File: src/rtl/jtag_scan_master.sv
// Host-side JTAG scan engine: walks the target TAP through one IR or DR scan per
// request, bit-banging TCK/TMS/TDI and capturing TDO into a MAX_LEN-wide result.
module jtag_scan_master #(
  parameter int MAX_LEN = 64,
  parameter int CLK_DIV = 4
) (
  input  logic                         clk_i,
  input  logic                         rst_ni,
  input  logic                         req_valid_i,
  output logic                         req_ready_o,
  input  logic                         req_ir_i,
  input  logic [$clog2(MAX_LEN+1)-1:0] req_len_i,
  input  logic [MAX_LEN-1:0]           req_data_i,
  input  logic                         tlr_req_i,
  output logic                         rsp_valid_o,
  input  logic                         rsp_ready_i,
  output logic [MAX_LEN-1:0]           rsp_data_o,
  output logic                         tck_o,
  output logic                         tms_o,
  output logic                         tdi_o,
  input  logic                         tdo_i,
  output logic                         trst_no
);
  localparam int LW = $clog2(MAX_LEN+1);
  localparam int IW = (MAX_LEN > 1) ? $clog2(MAX_LEN) : 1;
  localparam int XW = (LW > 3) ? LW : 3;
  localparam int CW = (CLK_DIV > 1) ? $clog2(2*CLK_DIV) : 1;

  typedef enum logic [2:0] {INIT, IDLE, TLR, HDR, SHIFT, TAIL, RESP} state_t;

  state_t             state, state_n;
  logic [CW-1:0]      cnt;
  logic [XW-1:0]      idx, last_q, last_c;
  logic               ir_q, tck_q, trst_q;
  logic [MAX_LEN-1:0] data_q, rsp_q;
  logic [LW-1:0]      len_c;
  logic               run, rise, slot_end;

  // Slot timer only runs while a TMS sequence is in flight; INIT waits for TRST release.
  assign run      = trst_q && (state != IDLE) && (state != RESP);
  assign rise     = run && (cnt == CW'(CLK_DIV-1));
  assign slot_end = run && (cnt == CW'(2*CLK_DIV-1));

  assign tck_o      = tck_q;
  assign trst_no    = trst_q;
  assign rsp_data_o = rsp_q;

  always_comb begin
    if (req_len_i == '0)                 len_c = LW'(1);
    else if (req_len_i > LW'(MAX_LEN))   len_c = LW'(MAX_LEN);
    else                                 len_c = req_len_i;
  end

  // TMS/TDI are a pure function of (state, slot index), so each slot's values
  // appear on the same edge that starts the slot.
  always_comb begin
    state_n     = state;
    req_ready_o = 1'b0;
    rsp_valid_o = 1'b0;
    tms_o       = 1'b0;
    tdi_o       = 1'b0;
    last_c      = '0;
    case (state)
      INIT, TLR: begin
        last_c = XW'(5);
        tms_o  = (idx != XW'(5));
        if (slot_end && idx == last_c) state_n = IDLE;
      end
      IDLE: begin
        req_ready_o = !tlr_req_i;
        if (tlr_req_i)        state_n = TLR;
        else if (req_valid_i) state_n = HDR;
      end
      HDR: begin
        last_c = ir_q ? XW'(3) : XW'(2);
        tms_o  = ir_q ? (idx < XW'(2)) : (idx == '0);
        if (slot_end && idx == last_c) state_n = SHIFT;
      end
      SHIFT: begin
        last_c = last_q;
        tms_o  = (idx == last_q);
        tdi_o  = data_q[idx[IW-1:0]];
        if (slot_end && idx == last_c) state_n = TAIL;
      end
      TAIL: begin
        last_c = XW'(1);
        tms_o  = (idx == '0);
        if (slot_end && idx == last_c) state_n = RESP;
      end
      RESP: begin
        rsp_valid_o = 1'b1;
        if (rsp_ready_i) state_n = IDLE;
      end
      default: state_n = INIT;
    endcase
  end

  always_ff @(posedge clk_i or negedge rst_ni) begin
    if (!rst_ni) begin
      state  <= INIT;
      cnt    <= '0;
      idx    <= '0;
      last_q <= '0;
      ir_q   <= 1'b0;
      tck_q  <= 1'b0;
      trst_q <= 1'b0;
      data_q <= '0;
      rsp_q  <= '0;
    end else begin
      trst_q <= 1'b1;
      state  <= state_n;
      if (!run || slot_end) cnt <= '0;
      else                  cnt <= cnt + CW'(1);
      if (rise)          tck_q <= 1'b1;
      else if (slot_end) tck_q <= 1'b0;
      if (state_n != state) idx <= '0;
      else if (slot_end)    idx <= idx + XW'(1);
      if (state == IDLE && req_valid_i && req_ready_o) begin
        ir_q   <= req_ir_i;
        last_q <= XW'(len_c) - XW'(1);
        data_q <= req_data_i;
        rsp_q  <= '0;
      end
      if (rise && state == SHIFT) rsp_q[idx[IW-1:0]] <= tdo_i;
    end
  end
endmodule

File: config.mk
export PLATFORM = sky130hd
export DESIGN_NAME = jtag_scan_master
export DESIGN_NICKNAME = d
export VERILOG_FILES = /design/src/rtl/jtag_scan_master.sv
export SDC_FILE = /design/constraint.sdc
export NUM_CORES = 1
export LEC_CHECK = 0
export BUFFER_PORTS_ARGS = -buffer_cell sky130_fd_sc_hd__buf_2
export CORE_AREA = 4 4 127 129
export CTS_CLUSTER_DIAMETER = 200
export DETAILED_ROUTE_END_ITERATION = 8
export DIE_AREA = 0 0 131 133
export PLACE_DENSITY_LB_ADDON = 0.2
export SYNTH_ARGS = -nofsm -noshare
export SYNTH_HDL_FRONTEND = slang
export SYNTH_SLANG_ARGS = --single-unit
File: constraint.sdc
create_clock -name clk_i -period 2.1 [get_ports clk_i]
set_clock_uncertainty 0.15 [all_clocks]
set_input_delay 0.21 -clock clk_i [delete_from_list [all_inputs] [get_ports clk_i]]
set_output_delay 0.21 -clock clk_i [all_outputs]
set_load 0.03 [all_outputs]
* Yosys cells after proc, flatten, opt, wreduce, memory -nomap -nowiden
Cells that the tools add are included.
** Word-level totals
- Register bits after elaboration :: 151
- Output and inout port bits :: 70
** Cells by class
- Add/subtract/negate cells :: 3
- $lt $le $gt $ge :: 4
- Equal/unequal tests :: 16
- Multiplexer cells :: 28
- Reduce and logical (&&, ||, !) cells :: 21
** Operators by type and width (number)
- $mux 64 :: 2
- $bwmux 64 :: 1
- $mux 7 :: 4
- $mux 3 :: 8
- $pmux 3 s6 :: 1
- $logic_not 7->1 :: 2
- $eq 3x3->1 const B :: 4
- $logic_and 1x1->1 :: 12
- $eq 3x2->1 const B :: 3
- $mux 1 :: 9
- $add 7x1->7 const B :: 1
- $eq 7x1->1 const B :: 1
- $eq 7x2->1 :: 1
- $eq 7x3->1 const B :: 1
- $eq 7x7->1 :: 1
- $gt 7x7->1 const B :: 1
- $lt 6x7->1 const B :: 1
- $lt 7x2->1 const B :: 1
- $ne 7x3->1 const B :: 1
- $sub 7x1->7 const B :: 1
- $bmux 1 s6 :: 1
- $demux 1 s6 :: 1
- $ge 6x1->1 const B :: 1
- $pmux 1 s4 :: 1
- 10 further kinds :: 12

* Depth between registers and ports, before layout
Gate-level depths: netlist (run 1).
- Depth in word-level cells :: 9
- Gate-level depth with buffers :: 9

* Worst setup path after synthesis (run 1)
OpenSTA, ideal clock, no wires.
- Path type :: register -> register
- Start point :: register idx[1]
- End point :: register idx[0]
- Arrival time :: 1.942 ns
- Slack :: -0.124 ns
- Stages on the path, launching flop included :: 9
- Path buffers :: 2
- Clock period less this slack :: 2.224 ns
- Cells stage by stage :: dfrtp_1 > buf_2 > inv_1 > buf_1 > ha_1 > nand3_1 > o31a_1 > o211ai_2 > a21oi_1
** Between the ends
- Cells in the longest elaborated chain, start to end :: 6
- Elaborated cells on any way between the ends :: 16
** RTL lines
- start: declaration :: RTL line 33 : logic [XW-1:0] idx, last_q, last_c;
- start signal: assignment :: RTL line 117 : else if (slot_end) idx <= idx + XW'(1);
- $eq 7x1->1, or another cell as far along :: RTL line 88 : if (slot_end && idx == last_c) state_n = RESP;
- $logic_and 1x1->1, on equally long branches
- $mux 3, on equally long branches
- $pmux 3 s6 (*) :: RTL line 63 : case (state)
- $ne 3x3->1 (*) :: RTL line 116 : if (state_n != state) idx <= '0;
- $mux 7 / $reduce_bool 2->1 (equally long branches)
Mark *: on every way between the ends. The rest lies on a longest branch, timed or not.
A chain may end at the register's enable or synchronous reset.

* Final worst setup path (run 1)
- Start point :: register idx[0]
- End point :: output tdi_o
** Between the ends
- Cells in the longest elaborated chain, start to end :: 3
** RTL lines
- $bmux 1 s6 :: RTL line 82 : tdi_o = data_q[idx[IW-1:0]];
- $mux 1 (implied by the code) :: RTL line 82
- $mux 1 :: RTL line 63
- end: declaration :: RTL line 20 : output logic tdi_o,
Every way passes these cells. The select of a mux whose other input is x is not followed.

==> out/qor.txt, run 1 <==
status: complete, but fails checks
failing checks: negative setup slack
first-iteration detailed-routing DRC count: 510
first-pass GRT wire length: 36.5 mm
biggest cell delay along the critical path: 0.46 ns
clock-pin transition on the worst setup and hold timing paths: 0.06 ns
First-pass DRT Iterations: 5
mux contribution to synthesized area: 13.4%
switching share of total power: 25.3%
crit-path cells: buf_6 -> mux2_4 -> a221oi_2 -> o2bb2ai_2 -> a32oi_1 -> o21ai_1 -> o31a_1 -> buf_6
Pwr per Cell Area: 656 nW/um^2
register area: 3780 sq um
DIE HEIGHT: 133 um
Worst Max-Slew Pin Slew: 0.587 ns
Synth Area in XOR/XNOR: 1.77%
post-synthesis simple-gate area fraction: 16.6%
CTS sink cnt: 151
Post-Syn Nets: 784
Cell Area, Synth: 7420 sq um
Slew headroom: 60.9%
post-route ant nets: 0
post-synthesis compound-gate area fraction: 12.4%
Die Wd: 131 um
io pins: 148
Util after Layout: 68.6%
CP Max Fanout: 5
Rows: 45
nets: 1053
Final Critical Period: 2.76 ns
slowest CP cell: dfrtp_2
crit path DAT: 2.40 ns
syn_area_per_cell: 10.6 sq um
CTS max path bufs: 2
Max Cap Violations: 0
WL final: 23.3 mm
worst path buffer plus inverter count: 2
P_int: 5.05 mW
CP endpoint kind: output pin
Crit path max-delay family: compound AO/OA/AOI/OAI gates
final setup margin: -0.659 ns
fmax: 0.362 GHz
Sequential Power Share: 44.9%
die area: 17400 sq um
main combinational cell family by area after synthesis: simple AND/OR/NAND/NOR gates
largest net degree at the start of global routing: 78
Synth Warn #: 0
area of the multi-input gates: 3540 sq um
Skew-Pair Late Insertion Delay: 0.43 ns
CTS tree: done
post-synthesis sequential area ratio: 50.9%
clock root cell: clkbuf_16
Final Hold Vio Count: 0
RSZ-0062 raised after global routing: true
post-synth cell types: 57
vias per cell: 5.76
setup TNS: -2.19 ns
Remaining DRCs: 0
WS Path Type: reg -> out
required time worst endpoint: 1.74 ns
Post-Synth Adder-Cell Area: 1.18%
synth top area cells: dfrtp_1, mux2_2, o211ai_1
Yosys top cell by area: dfrtp_1
Layout Area Growth over Synthesis: 39.0%
Fin Hold WS: 0.0230 ns
post-synthesis register bit count: 151
Sw Pwr: 1.71 mW
fraction of registers with async set/reset: 100%
VDD IR-drop max: 0.521 mV
Post-synth EDFFs: 0
static leakage: 5.29 nW
Port Buffers: 147
layout cells sized above 1: 38.5%
antenna violations before repair: 1
DR WL/cell: 19.9 um
commonest register cell after synthesis: dfrtp_1
H-tree levels: 4
min-delay worst type: in -> reg
fillers: 1093
initial core utilization: 49.3%
Tot GR Track Use: 27.1%
vias post-DR: 6738
synthesized instance count: 699
vias in the first global route: 6877
global placement routability congestion: 0.855
part of the power in combinational logic: 10.6%
core area: 15000 sq um
Slew Limit Fails: 0
Yosys top cell area share: 50.9%
clock group share of total power: 44.5%
grt ovf: 0
final setup violation count: 10
DP HPWL: 15.5 mm
crit path launch type: flop
final worst path period share: 131%
dpl ws: -0.265 ns
cts bufs inserted: 17
cell mode on critical path: buf_6
## final timing paths
| path | startpoint | endpoint | slack [ns] | depth (start not counted) |
|---|---|---|---|---|
| max reg2reg | idx[0]$_DFFE_PN0P_ | idx[2]$_DFFE_PN0P_ | -0.18 | 10 |
| min in group asynchronous | rst_ni | cnt[1]$_DFF_PN0_ | 0.15 | 2 |
| max | idx[0]$_DFFE_PN0P_ | tdi_o | -0.66 | 8 |
| min | req_len_i[3] | last_q[3]$_DFFE_PN0P_ | 0.02 | 3 |
| max in group asynchronous | rst_ni | last_q[5]$_DFFE_PN0P_ | 0.93 | 3 |
| min reg2reg | cnt[0]$_DFF_PN0_ | cnt[0]$_DFF_PN0_ | 0.30 | 1 |
## Yosys cell counts, drive strengths merged, types with 12 or more instances
library cell and number:
nor3 14, clkbuf 20, dfrtp 151, buf 24
nand2 103, mux2 75, nand3 81, o211ai 70
a21oi 12, nor2 24, o21ai 17
## state kept, by name, indices dropped and copies added, names as in the netlist
register	flops
trst_no	1
rsp_data_o	64
idx	7
ir_q	1
state	3
tck_o	1
cnt	3
data_q	64
last_q	7
## routing by layer
metal	up-vias	part of all wire [%]	global-route usage (%)
li1	3091	-	-
met1	3299	40	34.8
met2	279	50	44.1
met3	69	6.3	6.18
met4	0	3.3	10.7
met5	-	0	0
## through the flow
step	cell area (sq um)	std cells	total power [mW]
2_1_floorplan	7460	699	3.36
3_3_place_gp	8770	1061	3.64
3_5_place_dp	8770	1061	3.65
4_1_cts	10200	1166	6.75
5_1_grt	10300	1170	6.97
6_report	10300	1170	6.76
## worst register-to-register path, cell delays in order (launching register included)
cell	delay [ns]
dfrtp_2	0.46
buf_4	0.17
buf_6	0.15
xor2_1	0.18
nor4_2	0.17
nand4_1	0.18
buf_4	0.17
o31a_1	0.12
o211ai_4	0.18
buf_12	0.15
a21oi_2	0.08
## what timing repair did
item | 4_1_cts | 5_1_grt
hold buffers | 69 | 0
pin swaps | 14 | 5
setup buffers | 4 | 3
gates resized for setup | 30 | 22
endpoints found under the setup margin | 19 | 68
endpoints found under the hold margin | 121 | 0
## logic make-up (layout without fill, tap and decap cells)
| logic type | after synthesis | in the layout |
|---|---|---|
| adders and majority gates | 7 | 7 |
| and+or+nand+nor | 258 | 258 |
| AOI/OAI and AO/OA | 128 | 128 |
| xor gates and xnor gates | 15 | 15 |
| muxes | 84 | 84 |
| buffers and inverters | 55 | 337 |
| other | 1 | 2 |
| DFF | 151 | 151 |
## area by class of cell
cell class | count | share of cell area (%)
sequential | 151 | 36.7
clock buffer | 21 | 4.46
clock inverter | 11 | 1.09
antenna | 1 | 0.0243
multi-input combinational | 493 | 34.4
inverter | 11 | 0.437
tap | 188 | 2.28
timing repair buffer | 294 | 20.7
## power by group through the flow
stage          registers (mW)  clock network (mW)  logic [mW]
6_report                 3.04                3.01       0.715
2_1_floorplan            3.08                   0       0.285
5_1_grt                  3.04                3.15       0.782
3_5_place_dp             3.09                   0       0.567
4_1_cts                  3.04                3.02       0.694
3_3_place_gp             3.09                   0       0.549
## cell usage in the layout (no fill, tap or decap), types with 5 or more instances in the layout
cell type and instances:
dfrtp_1 148, buf_2 143, nand2_1 99, nand3_1 76
o211ai_1 69, dlygate4sd3_1 69, mux2_2 68, buf_4 66
nor2_1 17, clkbuf_16 17, o21ai_0 16, nor3_1 10
xor2_1 10, buf_6 10, nor2b_1 9, inv_1 8
a21oi_1 7, mux2_4 7, nor2_2 6, nand4_1 6
ha_1 6, nand3_2 5, xnor2_1 5, mux2i_1 5
a21oi_2 5, buf_12 5
Power figures use the tool's default switching activity.
==> inputs of run 2 (changes only) <==
==> constraint.sdc (replaced) <==
create_clock -name clk_i -period 2.1 [get_ports clk_i]
set_clock_uncertainty 0.15 [all_clocks]
set_input_delay 0.21 -clock clk_i [delete_from_list [all_inputs] [get_ports clk_i]]
set_output_delay 0.21 -clock clk_i [all_outputs]
set_load 0.1 [all_outputs]
==> run 2 against run 1 <==
  * The run still ends with negative setup slack left
  * Flip-flop and latch count unchanged
  * First-iteration DRC count increased by 20%
  * Clock-buffer cell count grew 2
  * Die area is the same
  * Clock power grew 9.3%
  * Final cell count is 0.34% lower
  * Largest power group is now the clock network
==> out/qor.txt, run 2 (synthesis gave the netlist of run 1 again) <==
layout cells sized above 1: 39.0% (was 38.5%)
first-pass GRT wire length: 36.5 mm (about the same)
DR WL/cell: 20.0 um (was 19.9 um)
global placement routability congestion: 0.882 (was 0.855)
status: complete, but fails checks (unchanged)
fillers: 1092 (was 1093)
crit path launch type: flop (unchanged)
VDD IR-drop max: 0.616 mV (was 0.521 mV)
WS Path Type: reg -> out (unchanged)
CTS tree: done (unchanged)
required time worst endpoint: 1.74 ns (about the same)
largest net degree at the start of global routing: 90 (was 78)
CTS max path bufs: 2 (unchanged)
CTS sink cnt: 151 (unchanged)
area of the multi-input gates: 3520 sq um (was 3540 sq um)
Worst Max-Slew Pin Slew: 0.502 ns (was 0.587 ns)
final setup margin: -0.732 ns (was -0.659 ns)
antenna cell count: 0 (was 1)
fmax: 0.353 GHz (was 0.362 GHz)
Slew Limit Fails: 0 (unchanged)
DP HPWL: 15.2 mm (was 15.5 mm)
min-delay worst type: in -> reg (unchanged)
clock-pin transition on the worst setup and hold timing paths: 0.06 ns (about the same)
Tot GR Track Use: 27.0% (was 27.1%)
Final Critical Period: 2.83 ns (was 2.76 ns)
Rows: 45 (unchanged)
vias post-DR: 6785 (was 6738)
Skew-Pair Late Insertion Delay: 0.42 ns (was 0.43 ns)
register area: 3780 sq um (about the same)
initial core utilization: 49.3% (unchanged)
clock root cell: clkbuf_16 (unchanged)
RSZ-0062 raised after global routing: true (unchanged)
CP endpoint kind: output pin (unchanged)
CP Max Fanout: 8 (was 5)
Max Cap Violations: 0 (unchanged)
commonest non-fill, non-tap cell in the layout: dfrtp_1 (unchanged)
H-tree levels: 4 (unchanged)
nets: 1050 (was 1053)
static leakage: 5.32 nW (was 5.29 nW)
vias per cell: 5.82 (was 5.76)
Pwr per Cell Area: 685 nW/um^2 (was 656 nW/um^2)
DIE HEIGHT: 133 um (unchanged)
First-pass DRT Iterations: 5 (unchanged)
Port Buffers: 147 (unchanged)
failing checks: negative setup slack (unchanged)
Layout Area Growth over Synthesis: 39.6% (was 39.0%)
total power: 7.09 mW (was 6.76 mW)
most frequent cells in the layout: dfrtp_1, buf_2, nand2_1 (unchanged)
core area: 15000 sq um (unchanged)
post-route ant nets: 0 (unchanged)
io pins: 148 (unchanged)
vias in the first global route: 6884 (was 6877)
final worst path period share: 135% (was 131%)
Final Hold Vio Count: 0 (unchanged)
final setup violation count: 9 (was 10)
Slew headroom: 66.4% (was 60.9%)
Die Wd: 131 um (unchanged)
crit path DAT: 2.47 ns (was 2.40 ns)
antenna violations before repair: 0 (was 1)
cts bufs inserted: 17 (unchanged)
first-iteration detailed-routing DRC count: 613 (was 510)
fin area: 10400 sq um (was 10300 sq um)
Post-DP Area: 8800 sq um (was 8770 sq um)
grt ovf: 0 (unchanged)
die area: 17400 sq um (unchanged)
Fin Hold WS: 0.0264 ns (was 0.0230 ns)
WL final: 23.3 mm (about the same)
Remaining DRCs: 0 (unchanged)
[run 2: what timing repair did]
action,4_1_cts,5_1_grt
resized for setup,22,30
hold buffers,68,0
hold endpoints to repair,218,0
setup endpoints to repair,25,62
pin swaps,10,10
setup buffers,5,4
[run 2: power by group]
part / internal, mW / switching, mW
logic: 0.354 / 0.411
clock network: 2.07 / 1.22
registers: 2.98 / 0.0561
[run 2: worst paths after layout]
check	from	endpoint	slack [ns]	cells after the start
max reg2reg	idx[2]$_DFFE_PN0P_	idx[2]$_DFFE_PN0P_	-0.15	10
min in group asynchronous	rst_ni	rsp_data_o[53]$_DFF_PN0_	0.09	2
max in group asynchronous	rst_ni	idx[2]$_DFFE_PN0P_	0.89	3
max	idx[0]$_DFFE_PN0P_	tdi_o	-0.73	8
min	req_len_i[6]	last_q[5]$_DFFE_PN0P_	0.03	3
min reg2reg	cnt[0]$_DFF_PN0_	cnt[0]$_DFF_PN0_	0.30	1
[run 2: worst max-delay path: stages (launching register included)]
cell and delay (ns):
dfrtp_2 0.44, buf_6 0.15, nor2b_2 0.18, buf_4 0.13
a22o_1 0.23, a221oi_2 0.28, nor3_1 0.08, o31a_2 0.37
buf_12 0.18
[run 2: layer usage]
metal  vias up  track usage [%]  wire length [um]  part of all wire (%)
li1       3080                -                 -                     -
met5         -                0                 0                     0
met2       330             44.5             11800                    50
met3        62             6.62              1670                   7.2
met1      3313             34.0              9070                    39
met4         0             10.8               815                   3.5
[run 2: stage by stage]
step	std cells	setup TNS, ns	setup WS, ns	utilization, %
after floorplan	699	-29.67	-0.327	-
after global placement	1057	-0.728	-0.270	58.6
after detailed placement	1057	-1.37	-0.335	58.6
after CTS	1162	-1.39	-0.720	68.0
after global routing	1166	-3.23	-0.801	68.9
final	1166	-1.99	-0.732	68.9
[run 2: layout make-up]
class                      instances  share of cell area (%)
timing repair buffer             291                    20.6
inverter                          11                   0.483
multi-input combinational        493                    34.0
tap                              188                    2.27
sequential                       151                    36.6
clock inverter                     9                    1.59
clock buffer                      23                    4.52
==> inputs of run 3 (changes only) <==
--- a/config.mk
+++ b/config.mk
@@ -10,7 +10,7 @@
 export CTS_CLUSTER_DIAMETER = 200
 export DETAILED_ROUTE_END_ITERATION = 8
 export DIE_AREA = 0 0 131 133
-export PLACE_DENSITY_LB_ADDON = 0.2
+export PLACE_DENSITY = 0.84
 export SYNTH_ARGS = -nofsm -noshare
 export SYNTH_HDL_FRONTEND = slang
 export SYNTH_SLANG_ARGS = --single-unit
==> run 3 against run 2 <==
  * The flow still finishes with violations (negative setup slack)
  * Sequential share of layout area down 0.25 points
  * Non-clock buffer count is 8 higher
  * Register-to-register slack improved by 0.10 ns
  * Final cell count grew 0.69%
  * Worst setup slack got worse by 0.15 ns
  * Flip-flop and latch count unchanged
  * Power decreased by 2.5%
  * Clock-buffer cell count shrank 3
  * Clock power is 5% lower
  * Sequential power hardly changed
  * Hold slack better by 0.045 ns
  * Critical endpoint unchanged
==> out/qor.txt, run 3 (synthesis gave the netlist of run 1 again) <==
CP Max Fanout: 5 (was 8)
setup TNS: -1.57 ns (was -1.99 ns)
nets: 1058 (was 1050)
vias per cell: 5.94 (was 5.82)
CTS sink cnt: 151 (unchanged)
CTS tree: done (unchanged)
die area: 17400 sq um (unchanged)
total power: 6.92 mW (was 7.09 mW)
Fin Hold WS: 0.0713 ns (was 0.0264 ns)
Final Critical Period: 2.99 ns (was 2.83 ns)
first-pass GRT wire length: 38.3 mm (was 36.5 mm)
clock root cell: clkbuf_16 (unchanged)
Port Buffers: 147 (unchanged)
dpl ws: -0.320 ns (was -0.335 ns)
status: complete, but fails checks (unchanged)
Pwr per Cell Area: 663 nW/um^2 (was 685 nW/um^2)
initial core utilization: 49.3% (unchanged)
WL final: 24.7 mm (was 23.3 mm)
failing checks: negative setup slack (unchanged)
Remaining DRCs: 0 (unchanged)
VDD IR-drop max: 0.590 mV (was 0.616 mV)
antenna violations before repair: 0 (unchanged)
DR WL/cell: 21.0 um (was 20.0 um)
Max Cap Violations: 0 (unchanged)
Layout Area Growth over Synthesis: 40.6% (was 39.6%)
dpl cells: 1058 (was 1057)
static leakage: 5.32 nW (about the same)
hold path start: req_len_i[1] (was req_len_i[6])
Slew Limit Fails: 0 (unchanged)
CP startpoint: idx[0]$_DFFE_PN0P_ (unchanged)
grt ovf: 0 (unchanged)
CTS max path bufs: 2 (unchanged)
fmax: 0.335 GHz (was 0.353 GHz)
Final Hold Vio Count: 0 (unchanged)
most frequent cells in the layout: dfrtp_1, buf_2, nand2_1 (unchanged)
DP HPWL: 15.2 mm (about the same)
Worst Max-Slew Pin Slew: 0.525 ns (was 0.502 ns)
Tot GR Track Use: 28.6% (was 27.0%)
First-pass DRT Iterations: 5 (unchanged)
antenna cell count: 0 (unchanged)
DIE HEIGHT: 133 um (unchanged)
final setup margin: -0.885 ns (was -0.732 ns)
fillers: 979 (was 1092)
io pins: 148 (unchanged)
Reg2Reg Launch Point: idx[1]$_DFFE_PN0P_ (was idx[2]$_DFFE_PN0P_)
vias in the first global route: 7148 (was 6884)
clock-pin transition on the worst setup and hold timing paths: 0.06 ns (about the same)
final setup violation count: 10 (was 9)
crit path DAT: 2.63 ns (was 2.47 ns)
crit path launch type: flop (unchanged)
global placement routability congestion: 0.866 (was 0.882)
Util after Layout: 69.4% (was 68.9%)
largest net degree at the start of global routing: 68 (was 90)
CP endpoint kind: output pin (unchanged)
required time worst endpoint: 1.74 ns (about the same)
first-iteration detailed-routing DRC count: 656 (was 613)
WS Path Type: reg -> out (unchanged)
cts bufs inserted: 17 (unchanged)
Die Wd: 131 um (unchanged)
Rows: 45 (unchanged)
final worst path period share: 142% (was 135%)
H-tree levels: 4 (unchanged)
layout cells sized above 1: 39.6% (was 39.0%)
post-route ant nets: 0 (unchanged)
vias post-DR: 6977 (was 6785)
R2R Setup Slk: -0.05 ns (was -0.15 ns)
Skew-Pair Late Insertion Delay: 0.43 ns (was 0.42 ns)
Slew headroom: 64.9% (was 66.4%)
fin area: 10400 sq um (about the same)
Post-DP Area: 8810 sq um (was 8800 sq um)
Finished Layout Cells: 1174 (was 1166)
commonest non-fill, non-tap cell in the layout: dfrtp_1 (unchanged)
core area: 15000 sq um (unchanged)
min-delay worst type: in -> reg (unchanged)
RSZ-0062 raised after global routing: true (unchanged)
-- run 3: power breakdown --
| part | total (mW) | switching, mW | internal [mW] |
|---|---|---|---|
| combinational | 0.754 | 0.410 | 0.344 |
| sequential | 3.04 | 0.0623 | 2.98 |
| clock | 3.12 | 1.29 | 1.83 |
-- run 3: cell type report --
| cell class | count | area, sq um | share of cell area (%) |
|---|---|---|---|
| clock buffer | 20 | 457 | 4.38 |
| clock inverter | 12 | 140 | 1.34 |
| timing repair buffer | 299 | 2210 | 21.2 |
| inverter | 11 | 45.0 | 0.432 |
| sequential | 151 | 3780 | 36.3 |
| multi-input combinational | 493 | 3560 | 34.1 |
| tap | 188 | 235 | 2.26 |
-- run 3: repair_timing --
action                                  in CTS  in global routing
hold buffers                                71                  0
buffers inserted                            10                  3
endpoints found under the setup margin      61                 72
resized for setup                           17                 39
endpoints found under the hold margin      153                  0
pin swaps                                    3                 12
-- run 3: critical path, stage by stage (launching register included) --
cell	delay (ns)
dfrtp_2	0.43
mux2_2	0.36
a221oi_1	0.38
nor2_1	0.12
a221oi_2	0.21
o41ai_1	0.10
o31a_2	0.40
buf_12	0.18
-- run 3: routing by layer --
layer / up-vias / GRT usage, % / share of wire (%)
li1: 3084 / - / -
met1: 3407 / 35.1 / 37
met2: 397 / 46.4 / 51
met3: 89 / 7.15 / 8.1
met4: 0 / 14.2 / 4.2
met5: - / 0 / 0
-- run 3: final timing paths --
check,to,depth (start not counted)
max,tdi_o,7
min,last_q[1]$_DFFE_PN0P_,4
max reg2reg,idx[0]$_DFFE_PN0P_,9
min reg2reg,cnt[0]$_DFF_PN0_,1
max in group asynchronous,data_q[49]$_DFFE_PN0P_,3
min in group asynchronous,rsp_data_o[37]$_DFF_PN0_,2
